### src/rtl/clock_pkg.sv
// Shared constants and types for the clock/timer/stopwatch front end.
package clock_pkg;

    localparam int unsigned CLK_HZ = 100000000;

    // Default timing: 10 ms debounce, 0.5 s to first repeat, 0.2 s between repeats.
    localparam int unsigned DEF_DEBOUNCE_CYCLES = CLK_HZ / 100;
    localparam int unsigned DEF_REPEAT_DELAY    = CLK_HZ / 2;
    localparam int unsigned DEF_REPEAT_PERIOD   = CLK_HZ / 5;

    // Button channel indices as wired to the core.
    localparam int unsigned BTN_LOAD  = 0;
    localparam int unsigned BTN_STOP  = 1;
    localparam int unsigned BTN_START = 2;

    // Auto-repeat state per channel.
    typedef enum logic [1:0] {
        IDLE   = 2'd0,
        DELAY  = 2'd1,
        REPEAT = 2'd2
    } rp_state_e;

    function automatic int unsigned max_u(input int unsigned a, input int unsigned b);
        return (a > b) ? a : b;
    endfunction

endpackage

### src/rtl/btn_channel.sv
// One button channel: 2-FF synchroniser, counter debounce, press/release
// pulses and an auto-repeat pulse train while the button stays held.
module btn_channel
    import clock_pkg::*;
#(
    parameter int unsigned DEBOUNCE_CYCLES = DEF_DEBOUNCE_CYCLES,
    parameter int unsigned REPEAT_DELAY    = DEF_REPEAT_DELAY,
    parameter int unsigned REPEAT_PERIOD   = DEF_REPEAT_PERIOD
) (
    input  logic      clk,
    input  logic      rst,
    input  logic      btn_raw,
    output logic      btn_level,
    output logic      btn_press,
    output logic      btn_release,
    output logic      btn_repeat,
    output rp_state_e rp_state
);

    localparam int unsigned DB_W = $clog2(DEBOUNCE_CYCLES);
    localparam int unsigned RP_W = $clog2(max_u(REPEAT_DELAY, REPEAT_PERIOD));

    localparam logic [DB_W-1:0] DB_LAST = DB_W'(DEBOUNCE_CYCLES - 1);
    localparam logic [RP_W-1:0] RD_LAST = RP_W'(REPEAT_DELAY - 1);
    localparam logic [RP_W-1:0] RP_LAST = RP_W'(REPEAT_PERIOD - 1);

    logic            sync1_q;
    logic            sync2_q;
    logic            stable_q;
    logic            stable_d;
    logic [DB_W-1:0] db_cnt_q;
    logic [DB_W-1:0] db_cnt_d;
    logic            press_q;
    logic            release_q;
    logic            repeat_q;
    logic [RP_W-1:0] rp_cnt_q;
    rp_state_e       state_q;
    logic            rise;
    logic            fall;

    // Debounce: the synced input must disagree with the stable state for
    // DEBOUNCE_CYCLES consecutive cycles before the stable state follows it.
    always_comb begin
        stable_d = stable_q;
        db_cnt_d = db_cnt_q;
        if (sync2_q == stable_q) begin
            db_cnt_d = '0;
        end else if (db_cnt_q == DB_LAST) begin
            stable_d = sync2_q;
            db_cnt_d = '0;
        end else begin
            db_cnt_d = db_cnt_q + 1'b1;
        end
    end

    // Edge of the debounced level, seen one cycle early so pulses land on
    // the same edge as the level change.
    assign rise = stable_d & ~stable_q;
    assign fall = ~stable_d & stable_q;

    // Synchroniser, debounce state and registered press/release pulses.
    always_ff @(posedge clk) begin
        if (!rst) begin
            sync1_q   <= 1'b0;
            sync2_q   <= 1'b0;
            stable_q  <= 1'b0;
            db_cnt_q  <= '0;
            press_q   <= 1'b0;
            release_q <= 1'b0;
        end else begin
            sync1_q   <= btn_raw;
            sync2_q   <= sync1_q;
            stable_q  <= stable_d;
            db_cnt_q  <= db_cnt_d;
            press_q   <= rise;
            release_q <= fall;
        end
    end

    // Auto-repeat FSM; a debounced fall always returns to IDLE without a
    // pulse, even when it coincides with a terminal count.
    always_ff @(posedge clk) begin
        if (!rst) begin
            state_q  <= IDLE;
            rp_cnt_q <= '0;
            repeat_q <= 1'b0;
        end else begin
            repeat_q <= 1'b0;
            if (fall) begin
                state_q  <= IDLE;
                rp_cnt_q <= '0;
            end else begin
                case (state_q)
                    IDLE: begin
                        if (rise) begin
                            repeat_q <= 1'b1;
                            rp_cnt_q <= '0;
                            state_q  <= DELAY;
                        end
                    end
                    DELAY: begin
                        if (rp_cnt_q == RD_LAST) begin
                            repeat_q <= 1'b1;
                            rp_cnt_q <= '0;
                            state_q  <= REPEAT;
                        end else begin
                            rp_cnt_q <= rp_cnt_q + 1'b1;
                        end
                    end
                    REPEAT: begin
                        if (rp_cnt_q == RP_LAST) begin
                            repeat_q <= 1'b1;
                            rp_cnt_q <= '0;
                        end else begin
                            rp_cnt_q <= rp_cnt_q + 1'b1;
                        end
                    end
                    default: begin
                        state_q  <= IDLE;
                        rp_cnt_q <= '0;
                    end
                endcase
            end
        end
    end

    assign btn_level   = stable_q;
    assign btn_press   = press_q;
    assign btn_release = release_q;
    assign btn_repeat  = repeat_q;
    assign rp_state    = state_q;

endmodule

### src/rtl/button_conditioner.sv
// Conditions NUM_BTN raw push-buttons (load_counter, stop, start) into
// debounced levels, press/release pulses and auto-repeat pulses.
module button_conditioner
    import clock_pkg::*;
#(
    parameter int unsigned NUM_BTN         = 3,
    parameter int unsigned DEBOUNCE_CYCLES = DEF_DEBOUNCE_CYCLES,
    parameter int unsigned REPEAT_DELAY    = DEF_REPEAT_DELAY,
    parameter int unsigned REPEAT_PERIOD   = DEF_REPEAT_PERIOD
) (
    input  logic               clk,
    input  logic               rst,
    input  logic [NUM_BTN-1:0] btn_raw,
    output logic [NUM_BTN-1:0] btn_level,
    output logic [NUM_BTN-1:0] btn_press,
    output logic [NUM_BTN-1:0] btn_release,
    output logic [NUM_BTN-1:0] btn_repeat,
    output rp_state_e          dbg_rp_state [NUM_BTN]
);

    // A counter shorter than 2 cannot separate adjacent pulses.
    if (DEBOUNCE_CYCLES < 2) begin : g_bad_debounce
        $error("button_conditioner: DEBOUNCE_CYCLES must be at least 2");
    end
    if (REPEAT_PERIOD < 2) begin : g_bad_period
        $error("button_conditioner: REPEAT_PERIOD must be at least 2");
    end

    // One independent channel per button.
    for (genvar i = 0; i < NUM_BTN; i++) begin : g_chan
        btn_channel #(
            .DEBOUNCE_CYCLES(DEBOUNCE_CYCLES),
            .REPEAT_DELAY   (REPEAT_DELAY),
            .REPEAT_PERIOD  (REPEAT_PERIOD)
        ) u_chan (
            .clk        (clk),
            .rst        (rst),
            .btn_raw    (btn_raw[i]),
            .btn_level  (btn_level[i]),
            .btn_press  (btn_press[i]),
            .btn_release(btn_release[i]),
            .btn_repeat (btn_repeat[i]),
            .rp_state   (dbg_rp_state[i])
        );
    end

endmodule

### config.mk
export PLATFORM = sky130hd
export DESIGN_NAME = button_conditioner
export DESIGN_NICKNAME = d
export VERILOG_FILES = /design/src/rtl/clock_pkg.sv /design/src/rtl/btn_channel.sv /design/src/rtl/button_conditioner.sv
export SDC_FILE = /design/constraint.sdc
export NUM_CORES = 1
export LEC_CHECK = 0
export BUFFER_PORTS_ARGS = -buffer_cell sky130_fd_sc_hd__buf_2
export CAP_MARGIN = 20
export CORE_MARGIN = 5
export CORE_UTILIZATION = 45
export CTS_BUF_LIST = sky130_fd_sc_hd__clkbuf_4 sky130_fd_sc_hd__clkbuf_8
export DETAILED_ROUTE_END_ITERATION = 12
export GPL_ROUTABILITY_DRIVEN = 0
export PLACE_DENSITY = 0.61
export SLEW_MARGIN = 40
export SYNTH_ARGS = -nofsm -noshare
export SYNTH_HDL_FRONTEND = slang
export SYNTH_SLANG_ARGS = --single-unit
export TNS_END_PERCENT = 20
### constraint.sdc
create_clock -name clk -period 3.8 [get_ports clk]
set_input_delay 0.19 -clock clk [delete_from_list [all_inputs] [get_ports clk]]
set_output_delay 0.19 -clock clk [all_outputs]
set_load 0.01 [all_outputs]
==> impl_metrics.toml, run 1 <==
[run_status]
status = "finished clean"

[setup_path]
ff2ff_path_depth = 8
rr_endpoint = "g_chan[2].u_chan.rp_cnt_q[15]$_SDFFE_PP0P_"
crit_arrival_ps = 3290
end_kind = "flop"
path_class = "reg2reg"
start_kind = "flop"
worstPathMaxFanout = 20
r2r_slack_ps = 900
required_ps = 4190
r2r-start = "g_chan[2].u_chan.db_cnt_q[0]$_SDFF_PP0_"

[placement]
dp_hpwl_um = 11800
dp_slack_ps = 968
place_area_mm2 = 0.00846
numPortBuffers = 22

[finish]
fin_area_mm2 = 0.00890
n_antenna_cell = 0
drive_gt1_frac = 0.0828
syn_to_final_growth_pct = 8.66
multi_input_area_mm2 = 0.00462
fin_util = 0.496
final_common_cell = "dfxtp_1"
final_cell_mix = "dfxtp_1 (162), nor2_1 (124), nand2_1 (110)"
fillers = 1755
nets = 1015
layout.area.seq_mm2 = 0.00324

[sta]
skew_ps = 18.2
fin_tns_setup_ps = 0
worst_slack_ps = 902
tightestPinTransition_ps = 743
period_needed_ps = 2900
fmax_ghz = 0.345
post-route-period-util = 0.763
grt_setup_unrepaired = "no"
hold_ws_ps = 144
slew_violations = 0
slew_headroom = 0.503
setup_viol = 0
hold_viol = 0

[logic_synthesis]
yosysWarnings = 0
ys.flop_type = "dfxtp_1"
synth_area_leaders = "dfxtp_1 (40%), nor2_1 (5.7%), nand2_1 (5.0%)"
syn-mean-instance-area_um2 = 8.32
ys_types = 63
ys_ff_latch = 162
yosysTopAreaCell = "dfxtp_1"
syn-num-nets = 1011
synth_edf_count = 0
yosys.area.top_type_share = 0.396
ys_seq_area_frac = 0.396
syn-cell-area_mm2 = 0.00819
syn_inst = 985
async_reset_ff_frac = 0

[global_routing]
grt_pass1_vias = 6065
track_usage = 0.161
grt_pass1_wl_um = 29300
grt_antenna_before_repair = 0
grt_max_degree = 26
grt_overflow_total = 0

[pwr]
power.density_mw_per_mm2 = 349
leakagePower_uw = 0.00288
netSwitchingPower_uw = 758
ir_drop_uv = 231
p_clk_frac = 0.424
swShare = 0.244
seq_power_share = 0.549
internal-power_uw = 2350
p_comb_frac = 0.027

[routing]
route.vias.total = 6822
wl_um = 17100
drtPass1Iterations = 5
drt_iter0_markers = 381
viasPerCell = 5.54
postRouteAntennaNets = 0
drc = 0
wl_per_cell_um = 13.9

[job]
maxCapViolations = 0

[clock_network]
cts_resized = 0
tritoncts = "built"
cts_setup_buffers = 0
clk_path_buf_depth = 2
holdBufCountCts = 3
clock-root-buffer = "clkbuf_8"
cts_sinks = 162
cts-buffers-inserted = 17
clk_latency_ps = 460
clk_pin_slew_worst_paths_ps = 100
htreeDepth = 4

[floorplanning]
initial_utilization = 0.456
die_y_um = 145
core_region_area_mm2 = 0.0180
rows = 49
die_x_um = 145
top_level_ports = 23
dieArea_mm2 = 0.0210

[min_path]
hold_start = "rst"
worstHoldPathCells = 2
hold_end = "g_chan[1].u_chan.sync2_q$_SDFF_PN0_"
hold_path_class = "in2reg"
[sequential cells by signal, indices dropped and copies added (netlist names)]
register,flops
g_chan.u_chan.btn_level,3
g_chan.u_chan.btn_press,3
g_chan.u_chan.btn_release,3
g_chan.u_chan.btn_repeat,3
g_chan.u_chan.db_cnt_q,60
g_chan.u_chan.rp_cnt_q,78
g_chan.u_chan.rp_state,6
g_chan.u_chan.sync1_q,3
g_chan.u_chan.sync2_q,3
[cells in the mapped netlist (all sizes together) (6+ instances only)]
master	count
o311ai	21
nor2b	6
nand2	111
xnor2	36
and3	20
nor2	124
nand4b	6
nand4	35
nand3	71
inv	26
o41ai	6
or3	11
buf	16
mux2i	8
o21ai	14
and4	13
xor2	37
ha	21
nor4	16
or4	6
or4b	6
dfxtp	162
a21oi	20
a22oi	15
o21a	9
and2	15
o31ai	11
clkbuf	36
nor4bb	6
nand2b	11
nor4b	11
nor3	24
[critical path, cell delays in order (launching register included)]
cell and delay, ps:
dfxtp_1 360, ha_1 200, nand2_1 80, nor4_1 540, a41oi_1 200, buf_4 250, or4_1 550, or4b_1 510
a21oi_1 140
[metal layers]
layer | GRT usage | share of wire | vias up | routed length [um]
li1 | - | - | 3547 | -
met1 | 0.226 | 0.51 | 3162 | 8680
met2 | 0.250 | 0.45 | 97 | 7670
met3 | 0.0374 | 0.031 | 16 | 534
met4 | 0.0433 | 0.011 | 0 | 195
met5 | 0 | 0 | - | 0
[worst max-delay path by stage]
stage | start | end | slack (ps)
after floorplan | g_chan[2].u_chan.rp_cnt_q[0]$_SDFFE_PP0P_ | g_chan[2].u_chan.rp_cnt_q[12]$_SDFFE_PP0P_ | 1120
after global placement | g_chan[2].u_chan.db_cnt_q[7]$_SDFF_PP0_ | g_chan[2].u_chan.rp_cnt_q[15]$_SDFFE_PP0P_ | 990
after detailed placement | g_chan[2].u_chan.db_cnt_q[7]$_SDFF_PP0_ | g_chan[2].u_chan.rp_cnt_q[15]$_SDFFE_PP0P_ | 970
after CTS | g_chan[2].u_chan.db_cnt_q[7]$_SDFF_PP0_ | g_chan[2].u_chan.rp_cnt_q[15]$_SDFFE_PP0P_ | 920
after global routing | g_chan[2].u_chan.db_cnt_q[0]$_SDFF_PP0_ | g_chan[2].u_chan.rp_cnt_q[15]$_SDFFE_PP0P_ | 680
final | g_chan[2].u_chan.db_cnt_q[0]$_SDFF_PP0_ | g_chan[2].u_chan.rp_cnt_q[15]$_SDFFE_PP0P_ | 900
[through the flow]
step                      total power, uW  instances
after floorplan                      1800        985
after global placement               1830       1196
after detailed placement             1830       1196
after CTS                            3160       1231
after global routing                 3240       1231
final                                3110       1231
[power groups by stage]
stage / logic [uW] / registers (uW) / clock network (uW)
6_report: 82.5 / 1710 / 1320
5_1_grt: 92.4 / 1710 / 1430
4_1_cts: 83.2 / 1710 / 1370
3_5_place_dp: 80.7 / 1750 / 0
3_3_place_gp: 81.9 / 1750 / 0
2_1_floorplan: 56.0 / 1750 / 0
[layout make-up]
type                    count  share of cell area
multi-input cells         744               0.519
well taps                 229              0.0322
flip-flops and latches    162               0.364
inverters                  27              0.0114
clock inverters            14              0.0190
clock buffers              18              0.0278
repair buffers             37              0.0259
[cell families (layout without fill, tap and decap cells)]
| kind of cell | Yosys count | after routing | synth area share |
|---|---|---|---|
| AND/OR/NAND/NOR | 507 | 507 | 0.321 |
| flip-flops | 162 | 162 | 0.396 |
| AO/OA/AOI/OAI | 135 | 135 | 0.121 |
| buffers and inverters | 79 | 96 | 0.0423 |
| XOR/XNOR | 73 | 73 | 0.0780 |
| adder cells (fa/ha/maj) | 21 | 21 | 0.0321 |
| multiplexers | 8 | 8 | 0.00977 |
No activity file was read; power rests on OpenSTA's default activity.
==> run 2: changes to the inputs <==
- PLACE_DENSITY: 0.61 -> 0.63
- clock period: 3.8 -> 2.5 ns (I/O delays scaled with it)
==> run 2 against run 1 <==
- maximum frequency rose by 18%
- register-to-register slack got worse by 870 ps
- critical path depth fell by 2
- critical endpoint unchanged
- highest routed layer unchanged
==> impl_metrics.toml, run 2 (synthesis results as in run 1) <==
[placement]
dp_slack_ps = -115
dp_hpwl_um = 13300
numPortBuffers = 22
place_area_mm2 = 0.00902

[floorplanning]
initial_utilization = 0.456
dieArea_mm2 = 0.0210
die_y_um = 145
rows = 49
top_level_ports = 23
core_region_area_mm2 = 0.0180
die_x_um = 145

[finish]
final_common_cell = "dfxtp_1"
drive_gt1_frac = 0.159
fin_area_mm2 = 0.00964
syn_to_final_growth_pct = 17.6
final_cell_mix = "dfxtp_1 (162), nor2_1 (123), nand2_1 (110)"
nets = 1089
largest_reg_flops = 78
top_register = "g_chan.u_chan.rp_cnt_q"
fillers = 1638
n_antenna_cell = 0

[global_routing]
grt_antenna_before_repair = 0
grt_pass1_wl_um = 31200
track_usage = 0.173
grt_max_degree = 25
grt_pass1_vias = 6602
grt_overflow_total = 0

[routing]
drtPass1Iterations = 5
postRouteAntennaNets = 0
route.vias.total = 7230
viasPerCell = 5.54
drt_iter0_markers = 354
wl_um = 18700
wl_per_cell_um = 14.3
drc = 0

[sta]
skew_ps = 15.3
period_needed_ps = 2460
grt_setup_unrepaired = "yes"
worst_slack_ps = 35.5
fmax_ghz = 0.406
slew_headroom = 0.548
setup_viol = 0
hold_viol = 0
tightestPinTransition_ps = 677
slew_violations = 0
post-route-period-util = 0.986

[setup_path]
crit_arrival_ps = 2870
critPathLaunch = "g_chan[2].u_chan.db_cnt_q[7]$_SDFF_PP0_"
r2r-start = "g_chan[2].u_chan.db_cnt_q[7]$_SDFF_PP0_"
crit_top_cell = "or4b_4"
path_class = "reg2reg"
end_kind = "flop"
required_ps = 2910
max_stage_delay_ps = 540
critPathCapture = "g_chan[2].u_chan.rp_cnt_q[15]$_SDFFE_PP0P_"
cp_cell_sequence = "or4b_4, nor4b_4, a41oi_2, or4_4, or4b_4, a21oi_2"
start_kind = "flop"
r2r_slack_ps = 40
worstPathMaxFanout = 2
crit_slowest_cell = "or4b_4"
rr_endpoint = "g_chan[2].u_chan.rp_cnt_q[15]$_SDFFE_PP0P_"
ff2ff_path_depth = 6

[pwr]
power.density_mw_per_mm2 = 505
leakagePower_uw = 0.00332
total_power_uw = 4860
swShare = 0.247
seq_power_share = 0.534
internal-power_uw = 3660
ir_drop_uv = 373
p_clk_frac = 0.436
p_comb_frac = 0.030
netSwitchingPower_uw = 1200

[clock_network]
cts_sinks = 162
cts-buffers-inserted = 17
clk_path_buf_depth = 2
tritoncts = "built"
htreeDepth = 4
clock-root-buffer = "clkbuf_8"
clk_pin_slew_worst_paths_ps = 100
clk_latency_ps = 470

[min_path]
hold_path_class = "in2reg"

[job]
maxCapViolations = 0

[run_status]
status = "finished clean"
-- run 2: changes by cell type in the layout (fill, tap and decap cells not counted), moves of 3 or more --
cell / before / now
nor4_2: 0 / 3
buf_12: 0 / 5
o31ai_2: 0 / 3
buf_4: 12 / 81
o31ai_1: 11 / 8
nor4_1: 16 / 13
-- run 2: what timing repair did --
item,CTS,global route
pin swaps,2,5
hold buffers,3,0
buffers inserted,1,5
resized for setup,4,12
endpoints found under the setup margin,24,58
hold endpoints to repair,3,0
-- run 2: worst min path at each step --
stage	cells past startpoint	to	slack, ps	from
2_1_floorplan	1	g_chan[0].u_chan.sync1_q$_SDFF_PN0_	250	btn_raw[0]
3_3_place_gp	2	g_chan[1].u_chan.sync1_q$_SDFF_PN0_	340	btn_raw[1]
3_5_place_dp	2	g_chan[1].u_chan.sync1_q$_SDFF_PN0_	340	btn_raw[1]
4_1_cts	4	g_chan[1].u_chan.rp_cnt_q[0]$_SDFFE_PP0P_	20	rst
5_1_grt	4	g_chan[1].u_chan.rp_cnt_q[0]$_SDFFE_PP0P_	20	rst
6_report	4	g_chan[1].u_chan.rp_cnt_q[0]$_SDFFE_PP0P_	40	rst
-- run 2: routing by layer --
| metal | up-vias | wire, um | global-route usage |
|---|---|---|---|
| li1 | 3690 | - | - |
| met1 | 3405 | 9170 | 0.230 |
| met2 | 114 | 8730 | 0.285 |
| met3 | 21 | 575 | 0.0346 |
| met4 | 0 | 243 | 0.0541 |
| met5 | - | 0 | 0 |
-- run 2: critical path, delay by kind of cell, from the launching register on --
kind               cells  cell delay, ps
AOI/OAI and AO/OA      2             290
DFF                    1             320
and+or+nand+nor        4            1810
-- run 2: final cells by class --
type,instances,area (um^2),area share
flip-flops and latches,162,3240,0.337
well taps,229,287,0.0297
clock inverters,15,203,0.0210
repair buffers,111,848,0.0880
inverters,27,101,0.0105
multi-input cells,744,4720,0.490
clock buffers,17,234,0.0243
-- run 2: power groups by stage --
stage | clock, uW | combinational [uW] | sequential [uW]
final | 2120 | 146 | 2590
after global routing | 2270 | 162 | 2600
after CTS | 2170 | 146 | 2600
after detailed placement | 0 | 141 | 2660
after global placement | 0 | 140 | 2660
after floorplan | 0 | 86.1 | 2660
-- run 2: per-stage QoR --
step / instances / hold WS (ps) / utilization / setup TNS (ps)
final: 1305 / 43.6 / 0.536 / 0
after global routing: 1305 / 19.1 / 0.536 / -84.8
after floorplan: 985 / 252 / - / -684
after CTS: 1300 / 17.5 / 0.530 / -8.97
after global placement: 1264 / 336 / 0.502 / -94.6
after detailed placement: 1264 / 344 / 0.502 / -715
==> run 3: changes to the inputs <==
- ABC_AREA: not set -> 1
==> run 3 against run 2 <==
- critical path depth rose by 4
- final cell count rose by 36%
- total power shrank 1.8%
- register-to-register slack improved by 370 ps
- maximum frequency rose by 17%
- design area grew 5.9%
- worst hold slack got worse by 18 ps
- area after synthesis increased by 16%
- global-route usage is 0.97 points higher
- sequential share of layout area shrank 1.9 points
- critical path type unchanged
- critical endpoint is now g_chan[2].u_chan.rp_cnt_q[7]$_SDFFE_PP0P_
==> impl_metrics.toml, run 3 <==
[run_status]
status = "finished clean"

[setup_path]
crit_slowest_cell = "dfxtp_1"
end_kind = "flop"
rr_endpoint = "g_chan[2].u_chan.rp_cnt_q[7]$_SDFFE_PP0P_"
worstPathMaxFanout = 14
required_ps = 2850
ff2ff_path_depth = 10
r2r-start = "g_chan[2].u_chan.db_cnt_q[0]$_SDFF_PP0_"
crit_buf_inv = 2
cp_cell_sequence = "ha_1, nand2_1, inv_1, nand2_2, nor2_4, nand4_1, nand2_1, inv_1, nand2_4, nor2_1"
start_kind = "flop"
path_class = "reg2reg"
r2r_slack_ps = 400
cpLargestDelayFamily = "simple AND/OR/NAND/NOR gates"
crit_arrival_ps = 2440
max_stage_delay_ps = 390

[clock_network]
cts_sinks = 162
htreeDepth = 4
clk_latency_ps = 470
tritoncts = "built"
clk_path_buf_depth = 2
clock-root-buffer = "clkbuf_8"
cts-buffers-inserted = 17
clk_pin_slew_worst_paths_ps = 100
cts_setup_buffers = 0

[sta]
worst_slack_ps = 402
setup_viol = 0
grt_setup_unrepaired = "no"
post-route-period-util = 0.839
fin_tns_setup_ps = 0
slew_violations = 0
fmax_ghz = 0.477
tightestPinTransition_ps = 579
skew_ps = 20.3
slew_headroom = 0.614
period_needed_ps = 2100
hold_viol = 0

[global_routing]
grt_pass1_wl_um = 37200
grt_antenna_before_repair = 0
grt_overflow_total = 0
grt_pass1_vias = 8121
track_usage = 0.183
grt_max_degree = 40

[pwr]
ir_drop_uv = 283
power.density_mw_per_mm2 = 467
leakagePower_uw = 0.00395

[floorplanning]
dieArea_mm2 = 0.0242
initial_utilization = 0.454
die_y_um = 155
core_region_area_mm2 = 0.0210
top_level_ports = 23
die_x_um = 155
rows = 53

[job]
maxCapViolations = 0

[min_path]
hold_start = "rst"
worstHoldPathCells = 3
hold_path_class = "in2reg"
hold_end = "g_chan[2].u_chan.sync1_q$_SDFF_PN0_"

[placement]
dp_slack_ps = 381
place_inst = 1741
dp_hpwl_um = 16100
place_area_mm2 = 0.00974
numPortBuffers = 22

[finish]
largest_reg_flops = 78
fin_util = 0.487
top_register = "g_chan.u_chan.rp_cnt_q"
nets = 1514
fin_area_mm2 = 0.0102
fillers = 2212
final_common_cell = "nand2_1"
syn_to_final_growth_pct = 7.27
n_antenna_cell = 0
final_cell_mix = "nand2_1 (323), nor2_1 (257), inv_1 (202)"
drive_gt1_frac = 0.0773
final_cells = 1776

[logic_synthesis]
syn-cell-area_mm2 = 0.00952
yosysTopAreaCell = "dfxtp_1"
syn_inst = 1474
ys.flop_type = "dfxtp_1"
yosysMostFrequentCell = "nand2_1"
synth_area_leaders = "dfxtp_1 (34%), nand2_1 (13%), nor2_1 (10%)"
synth_edf_count = 0
ys_types = 44
yosysWarnings = 0
async_reset_ff_frac = 0
syn-num-nets = 1500
syn-mean-instance-area_um2 = 6.46
synth_common_cells = "nand2_1 (323), nor2_1 (257), inv_1 (202)"
ys_ff_latch = 162
ys_seq_area_frac = 0.341
yosys.area.top_type_share = 0.341

[routing]
drc = 0
drtPass1Iterations = 5
wl_um = 21400
drt_iter0_markers = 397
wl_per_cell_um = 12.1
viasPerCell = 4.99
postRouteAntennaNets = 0
route.vias.total = 8859
[run 3: power by group]
part	total [uW]	internal (uW)	switching (uW)	leakage (uW)
Sequential	2590	2580	3.77	0.00131
Combinational	74.7	22.7	52.0	0.00243
Clock	2110	1020	1090	0.000211
Total	4770	3620	1150	0.00395
[run 3: what timing repair did]
item,4_1_cts,5_1_grt
endpoints found under the hold margin,3,0
gates resized for setup,0,0
hold buffers,3,0
[run 3: cell families (layout without fill, tap and decap cells)]
group | Yosys count | count (layout) | share of synthesized area
xor gates and xnor gates | 31 | 31 | 0.0285
adders and majority gates | 21 | 21 | 0.0276
AOI/OAI and AO/OA | 154 | 154 | 0.0872
DFF | 162 | 162 | 0.341
and+or+nand+nor | 861 | 861 | 0.404
buffers and inverters | 245 | 272 | 0.112
[run 3: layout make-up]
cell class | count | area, um^2 | share of cell area
multi-input cells | 1067 | 5210 | 0.510
flip-flops and latches | 162 | 3240 | 0.318
repair buffers | 34 | 208 | 0.0203
clock buffers | 17 | 234 | 0.0229
clock inverters | 15 | 200 | 0.0196
inverters | 206 | 773 | 0.0757
well taps | 275 | 344 | 0.0337
[run 3: how the worst max path moves through the flow]
| stage | to | depth (start not counted) | from |
|---|---|---|---|
| 4_1_cts | g_chan[0].u_chan.rp_cnt_q[1]$_SDFFE_PP0P_ | 10 | g_chan[0].u_chan.db_cnt_q[0]$_SDFF_PP0_ |
| 5_1_grt | g_chan[0].u_chan.rp_cnt_q[6]$_SDFFE_PP0P_ | 12 | g_chan[0].u_chan.db_cnt_q[0]$_SDFF_PP0_ |
| 2_1_floorplan | g_chan[0].u_chan.rp_cnt_q[1]$_SDFFE_PP0P_ | 13 | g_chan[0].u_chan.db_cnt_q[0]$_SDFF_PP0_ |
| 6_report | g_chan[2].u_chan.rp_cnt_q[7]$_SDFFE_PP0P_ | 10 | g_chan[2].u_chan.db_cnt_q[0]$_SDFF_PP0_ |
| 3_3_place_gp | g_chan[0].u_chan.rp_cnt_q[1]$_SDFFE_PP0P_ | 10 | g_chan[0].u_chan.db_cnt_q[0]$_SDFF_PP0_ |
| 3_5_place_dp | g_chan[0].u_chan.rp_cnt_q[1]$_SDFFE_PP0P_ | 10 | g_chan[0].u_chan.db_cnt_q[0]$_SDFF_PP0_ |
[run 3: metrics by stage]
step / hold WS (ps) / power (uW)
final: 25.3 / 4770
after global routing: 6.01 / 4970
after CTS: 3.97 / 4840
after detailed placement: 311 / 2720
after global placement: 306 / 2720
after floorplan: 223 / 2700
[run 3: worst reg2reg max path, stage by stage (launching register included)]
cell     delay [ps]
dfxtp_1         390
ha_1            220
nand2_1          80
inv_1           100
nand2_2          80
nor2_4          140
nand4_1         130
nand2_1         250
inv_1           260
nand2_4         250
nor2_1           80
[run 3: routing by layer]
layer | up-vias | global-route usage | routed length (um) | share of wire
met1 | 3974 | 0.244 | 10400 | 0.48
li1 | 4728 | - | - | -
met3 | 14 | 0.0378 | 909 | 0.042
met4 | 0 | 0.0434 | 213 | 0.0099
met2 | 143 | 0.305 | 9910 | 0.46
met5 | - | 0 | 0 | 0
